<file path="src/rtl/glm_sbox_compress_if.sv">
// Handshake bundle between the GLM term generators, the compression stage and the linear layer.
interface glm_sbox_compress_if #(
  parameter int NUM_DOMAINS = 16,
  parameter int NIBBLE_W    = 4
);
  logic                                in_valid;
  logic                                in_ready;
  logic [NUM_DOMAINS*NIBBLE_W-1:0]     domain_in;
  logic [(NUM_DOMAINS/2)*NIBBLE_W-1:0] rand_in;
  logic                                out_valid;
  logic                                out_ready;
  logic [NIBBLE_W-1:0]                 share0;
  logic [NIBBLE_W-1:0]                 share1;

  modport master (
    output in_valid, domain_in, rand_in, out_ready,
    input  in_ready, out_valid, share0, share1
  );

  modport slave (
    input  in_valid, domain_in, rand_in, out_ready,
    output in_ready, out_valid, share0, share1
  );
endinterface

</file>
<file path="src/rtl/glm_sbox_compress.sv">
// Masked PRINCE S-box compression: per-domain refresh register (glitch barrier), then XOR into two shares.
// PRINCE_SBOX_REFRESH_EN: when defined, rand_in masks are applied; otherwise rand_in is ignored (debug only).
module glm_sbox_compress #(
  parameter int NUM_DOMAINS = 16,
  parameter int NIBBLE_W    = 4
) (
  input logic              clk,
  input logic              rst,
  glm_sbox_compress_if.slave bus
);
  localparam int HALF = NUM_DOMAINS / 2;

  logic                v1;
  logic                out_valid_q;
  logic [NIBBLE_W-1:0] share0_q;
  logic [NIBBLE_W-1:0] share1_q;
  logic [NIBBLE_W-1:0] r1   [NUM_DOMAINS];
  logic [NIBBLE_W-1:0] r1_d [NUM_DOMAINS];
  logic [NIBBLE_W-1:0] xor0;
  logic [NIBBLE_W-1:0] xor1;
  logic                stall1;
  logic                stall2;
  logic                load1;

  assign stall2 = out_valid_q & ~bus.out_ready;
  assign stall1 = v1 & stall2;
  assign load1  = bus.in_valid & ~stall1;

  assign bus.in_ready  = ~stall1;
  assign bus.out_valid = out_valid_q;
  assign bus.share0    = share0_q;
  assign bus.share1    = share1_q;

  // Mask j is shared by domain j and its partner j+HALF, so it cancels in share0^share1.
`ifdef PRINCE_SBOX_REFRESH_EN
  always_comb begin
    for (int i = 0; i < NUM_DOMAINS; i++) r1_d[i] = '0;
    for (int i = 0; i < HALF; i++) begin
      r1_d[i]      = bus.domain_in[i*NIBBLE_W +: NIBBLE_W] ^ bus.rand_in[i*NIBBLE_W +: NIBBLE_W];
      r1_d[i+HALF] = bus.domain_in[(i+HALF)*NIBBLE_W +: NIBBLE_W] ^ bus.rand_in[i*NIBBLE_W +: NIBBLE_W];
    end
  end
`else
  logic unused_rand;
  assign unused_rand = ^bus.rand_in;

  always_comb begin
    for (int i = 0; i < NUM_DOMAINS; i++) r1_d[i] = bus.domain_in[i*NIBBLE_W +: NIBBLE_W];
  end
`endif

  always_ff @(posedge clk or posedge rst) begin
    if (rst) begin
      v1 <= 1'b0;
      for (int i = 0; i < NUM_DOMAINS; i++) r1[i] <= '0;
    end else if (load1) begin
      v1 <= 1'b1;
      for (int i = 0; i < NUM_DOMAINS; i++) r1[i] <= r1_d[i];
    end else if (!stall1) begin
      v1 <= 1'b0;
    end
  end

  // Compression reads only registered domains so no glitch can combine unmasked terms.
  always_comb begin
    xor0 = '0;
    xor1 = '0;
    for (int i = 0; i < HALF; i++) begin
      xor0 = xor0 ^ r1[i];
      xor1 = xor1 ^ r1[i+HALF];
    end
  end

  always_ff @(posedge clk or posedge rst) begin
    if (rst) begin
      out_valid_q <= 1'b0;
      share0_q    <= '0;
      share1_q    <= '0;
    end else if (!stall2) begin
      out_valid_q <= v1;
      if (v1) begin
        share0_q <= xor0;
        share1_q <= xor1;
      end
    end
  end
endmodule
</file>
<file path="src/flat_wrapper.sv">
// flat-port wrapper written by rule: the top's interface ports become plain ports
module glm_sbox_compress_flat 
#(
  parameter int NUM_DOMAINS = 16,
  parameter int NIBBLE_W    = 4
)
  (clk, rst, bus_in_valid, bus_domain_in, bus_rand_in, bus_out_ready, bus_in_ready, bus_out_valid, bus_share0, bus_share1);
  glm_sbox_compress_if #(.NUM_DOMAINS(NUM_DOMAINS), .NIBBLE_W(NIBBLE_W)) bus_i ();
  input logic clk;
  input logic rst;
  input wire logic [$bits(bus_i.in_valid)-1:0] bus_in_valid;
  input wire logic [$bits(bus_i.domain_in)-1:0] bus_domain_in;
  input wire logic [$bits(bus_i.rand_in)-1:0] bus_rand_in;
  input wire logic [$bits(bus_i.out_ready)-1:0] bus_out_ready;
  output wire logic [$bits(bus_i.in_ready)-1:0] bus_in_ready;
  output wire logic [$bits(bus_i.out_valid)-1:0] bus_out_valid;
  output wire logic [$bits(bus_i.share0)-1:0] bus_share0;
  output wire logic [$bits(bus_i.share1)-1:0] bus_share1;
  assign bus_i.in_valid = bus_in_valid;
  assign bus_i.domain_in = bus_domain_in;
  assign bus_i.rand_in = bus_rand_in;
  assign bus_i.out_ready = bus_out_ready;
  assign bus_in_ready = bus_i.in_ready;
  assign bus_out_valid = bus_i.out_valid;
  assign bus_share0 = bus_i.share0;
  assign bus_share1 = bus_i.share1;
  glm_sbox_compress #(.NUM_DOMAINS(NUM_DOMAINS), .NIBBLE_W(NIBBLE_W)) u_core (.clk(clk), .rst(rst), .bus(bus_i));
endmodule
</file>
<file path="config.mk">
export PLATFORM = sky130hd
export DESIGN_NAME = glm_sbox_compress_flat
export DESIGN_NICKNAME = d
export VERILOG_FILES = /design/src/rtl/glm_sbox_compress_if.sv /design/src/rtl/glm_sbox_compress.sv /design/src/flat_wrapper.sv
export SDC_FILE = /design/constraint.sdc
export NUM_CORES = 1
export LEC_CHECK = 0
export ABC_AREA = 1
export CAP_MARGIN = 15
export CORE_ASPECT_RATIO = 1.4
export CORE_UTILIZATION = 48
export CTS_CLUSTER_SIZE = 14
export DETAILED_ROUTE_END_ITERATION = 8
export PLACE_DENSITY = 0.78
export SLEW_MARGIN = 20
export SYNTH_ARGS = -nofsm -noshare
export SYNTH_HDL_FRONTEND = slang
export SYNTH_SLANG_ARGS = --single-unit
</file>
<file path="constraint.sdc">
create_clock -name clk -period 2.4 [get_ports clk]
set_input_delay 0.24 -clock clk [delete_from_list [all_inputs] [get_ports clk]]
set_output_delay 0.24 -clock clk [all_outputs]
set_load 0.02 [all_outputs]
</file>
Word level (Yosys, flattened, before mapping)
Cells that the tools add are included.
Cells by class
  eq/ne operators: 1
  muxes and demuxes: 2
  bitwise logic cells: 20
  reductions and logical operators: 1
Operators with widths (count)
  $xor 4x4->4: 14
  $and 1x1->1: 3
  $not 1->1: 3
  $mux 1: 2
  $ne 2x2->1 const B: 1
  $reduce_and 2->1: 1
Word-level totals
  flip-flop bits (word level): 74
  bits of input ports: 100
  output and inout bits: 10
  word-level logic and storage cells: 44

Logic depth before layout (Yosys ltp)
  depth after elaboration: 7
  mapped depth: 10
  gate-level depth less buffers: 10

Worst setup path after synthesis
OpenSTA, ideal clock, no wires.
  path type: register to register
  from: reg u_core.out_valid_q (netlist: u_core.bus.out_valid)
  to: reg u_core.r1[11] (netlist name)
  setup time: 0.125 ns
  arrival time: 1.251 ns
  data required time: 2.275 ns
  setup slack: 1.023 ns
  cell stages (with the launch flop): 5
  path buffers: 1
  period minus slack after synthesis: 1.377 ns
  cell sequence: dfrtp_1 > nand3_4 > nand2_8 > buf_12 > mux2_4
Between the ends
  cells in the longest elaborated chain, start to end: 4
RTL lines
  start, declared: RTL line glm_sbox_compress.sv:14  | logic out_valid_q;
  start signal, assigned: RTL line glm_sbox_compress.sv:80  | out_valid_q <= v1;
  $and 1x1->1: RTL line glm_sbox_compress.sv:25  | assign stall2 = out_valid_q & ~bus.out_ready;
  $and 1x1->1: RTL line glm_sbox_compress.sv:26  | assign stall1 = v1 & stall2;
  $not 1->1
  via bus_in_ready: RTL line flat_wrapper.sv:15  | output wire logic [$bits(bus_i.in_ready)-1:0] bus_in_ready;
  $and 1x1->1: RTL line glm_sbox_compress.sv:27  | assign load1 = bus.in_valid & ~stall1;
  end, declared: RTL line glm_sbox_compress.sv:17  | logic [NIBBLE_W-1:0] r1 [NUM_DOMAINS];
The timed path passes the listed nets, and every way through them passes these cells.
A chain may end at the register's enable or synchronous reset.

Worst setup path after layout
  from: reg u_core.v1
  to: out bus_in_ready
Between the ends
  cells in the longest elaborated chain, start to end: 2
RTL lines
  start, declared: RTL line glm_sbox_compress.sv:13  | logic v1;
  start signal, assigned: RTL line glm_sbox_compress.sv:54  | v1 <= 1'b0;
  start signal, assigned: RTL line glm_sbox_compress.sv:57  | v1 <= 1'b1;
  start signal, assigned: RTL line glm_sbox_compress.sv:60  | v1 <= 1'b0;
  $and 1x1->1: RTL line glm_sbox_compress.sv:26
  $not 1->1: RTL line glm_sbox_compress.sv:29  | assign bus.in_ready = ~stall1;
  end, declared: RTL line flat_wrapper.sv:15
No other way between the ends.

==> impl_metrics.ini <==
[outcome]
run_status = finished clean

[routing]
drt_iter0_drc = 111
drt.antenna.violating_nets = 0
routed_via_density = 4.78
drt-total-wl_um = 7180
vias = 2827
wl_per_cell_um = 12.2
drcViolationCount = 0
drtPass1Iterations = 4

[global_routing]
grt_pass1_vias = 2810
grt_antenna_before_repair = 0
grt_pass1_wl_um = 12400
grt_start_max_net_pins = 39
grt_overflow = 0
track_usage_pct = 19.2

[timing]
finClkSkew_ns = 0.0119
tightest_slew_ns = 0.715
period_needed_ns = 1.75
worst_hold_slack_ns = 0.317
setup_violations = 0
rsz0062_at_grt = no
max_freq_ghz = 0.571
final_hold_viol_count = 0
slew_headroom_pct = 52.3
timing.final.crit_share_pct = 73.0
slew_violations = 0
fin_tns_setup_ns = 0

[placement]
place_area_sq_mm = 0.00470
place_congestion = 0.786
portBuffers = 77
dp_cells = 575
place_hpwl_um = 5280

[critical_path]
crit_path_start_kind = register
crit_type = reg -> out
cp_top_family = buffers and inverters
reg2reg_slack_ns = 0.88
path_cells = nand3_4 > clkdlybuf4s50_1
crit_path_max_incr_delay_ns = 0.61
cp_max_fo = 3
worst_r2r_path_depth = 4
reg2reg_from = u_core.v1
worstSetupEndpointType = output pin
endpoint = bus_in_ready
critPathBufInv = 1
crit_slowest_cell = clkdlybuf4s50_1
cp.arrival_ns = 1.51
worstReg2RegEnd = u_core.r1[34]
cp.required_ns = 2.16
path_depth = 2
setup.worst_path.start = u_core.v1

[synth]
synth_seq_cells = 74
synthesis.area_sq_mm = 0.00384
seq_area_frac_synth_pct = 48.2
synth-simple-area-share_pct = 19.4
ys_async_sr_fraction_pct = 100
synth-adder-area-share_pct = 0
synthXorXnorAreaFrac_pct = 5.02
synth_top_area_share_pct = 48.2
synth_area_leaders = dfrtp_1 48%, mux2_4 11%, nand2_1 11%
synthFlopType = dfrtp_1
synthTopCellsByCount = 109 x nand2_1, 74 x dfrtp_1, 53 x inv_1
yosysUniqueCellTypes = 18
yosys-mux-area-fraction_pct = 11.5
synth_edf_count = 0
synthCells = 402
synth_top_family_by_area = simple AND/OR/NAND/NOR gates
synth_compound_area_share_pct = 7.27
yosysMostFrequentCell = nand2_1
synthesis.nets = 502
yosysWarningCount = 0
syn_area_per_cell_sq_um = 9.55
synth_top_area_cell = dfrtp_1

[floorplan]
dieArea_sq_mm = 0.00836
num_rows = 38
core_sq_mm = 0.00775
dieHeight_um = 108
die_w_um = 77.6
start_util_pct = 49.5
ios = 110

[cells_and_area]
final_util_pct = 63.5
num_antenna_cells = 0
nets = 586
fill_cells = 639
post-route-cell-area_sq_mm = 0.00492
drive_above_1_share_pct = 17.1
layout.cells.non_filler = 591
seqCellArea_sq_mm = 0.00185
multi_input_area_sq_mm = 0.00166
area_growth_pct = 28.2

[pwr]
power.density_mw_per_mm2 = 818
leakagePower_nw = 2.46
ir_drop_uv = 448

[cts]
postCtsSetupBuffers = 0
clk_pin_slew_ns = 0.07
htreeDepth = 3
cts_resized = 0
numClockSinks = 74
holdBufCountCts = 0
clockRootBuffer = clkbuf_8
clk_latency_ns = 0.35
cts_buffers = 9
clock_path_buffers = 2
tritoncts = yes

[job]
cap_violations = 0

[hold_path]
hold_class = in -> async
[kinds of logic after synthesis]
family	Yosys count
AO/OA/AOI/OAI	34
XOR/XNOR	22
buffers and inverters	63
flip-flops	74
multiplexers	30
AND/OR/NAND/NOR	179
[layout make-up]
| cell class | instances | share of cell area (%) |
|---|---|---|
| Clock buffer | 11 | 2.87 |
| Clock inverter | 5 | 1.58 |
| Inverter | 53 | 4.04 |
| Multi-Input combinational cell | 265 | 33.7 |
| Sequential cell | 74 | 37.6 |
| Tap cell | 100 | 2.54 |
| Timing Repair Buffer | 83 | 17.6 |
[worst reg2reg max path, delay by kind of cell (launching register included)]
family,cells,cell delay [ns]
flip-flops,1,0.41
AND/OR/NAND/NOR,2,0.41
multiplexers,1,0.31
buffers and inverters,1,0.28
[power by group]
part / total [mW] / internal (mW) / switching, mW / leakage [nW]
combinational: 1.31 / 0.651 / 0.659 / 1.51
sequential: 1.65 / 1.48 / 0.164 / 0.845
clock: 1.07 / 0.610 / 0.457 / 0.109
total: 4.02 / 2.74 / 1.28 / 2.46
[flip-flops by register name, indices dropped and copies added (netlist names)]
| name | count |
|---|---|
| u_core.bus.share1 | 4 |
| u_core.v1 | 1 |
| u_core.bus.share0 | 4 |
| u_core.bus.out_valid | 1 |
| u_core.r1 | 64 |
[worst min-delay path by stage]
stage,startpoint,to,slack [ns],depth (start not counted)
floorplan,bus_domain_in[55],u_core.r1[11],0.39,1
global placement,u_core.bus.share1[3],u_core.bus.share1[3],0.46,2
detailed placement,u_core.bus.share0[2],u_core.bus.share0[2],0.47,2
CTS,rst,u_core.r1[7],0.33,2
global route,rst,u_core.r1[7],0.37,2
finish,rst,u_core.bus.out_valid,0.32,2
[metal layers]
metal / up-vias / wire, um / global-route usage, %
met5: - / 0 / 0
met4: 0 / 177 / 9.43
met3: 18 / 203 / 3.22
met2: 51 / 3780 / 34.1
met1: 1332 / 3030 / 22.2
li1: 1426 / - / -
[cell usage in the layout, fill, tap and decap left out, drive strengths merged]
cell type      count
xor2               7
clkdlybuf4s50     77
nand2            111
a21oi             34
clkbuf            11
inv               53
buf                6
clkinvlp           1
xnor2             15
clkinv             2
nand3             34
dfrtp             74
bufinv             2
mux2              30
nor2              34
[stage by stage]
stage,setup WS (ns),power [mW]
after detailed placement,0.545,2.99
after global routing,0.591,4.30
after CTS,0.628,4.07
after global placement,0.567,2.94
after floorplan,0.278,2.56
final,0.648,4.02
No activity file was read; power rests on OpenSTA's default activity.
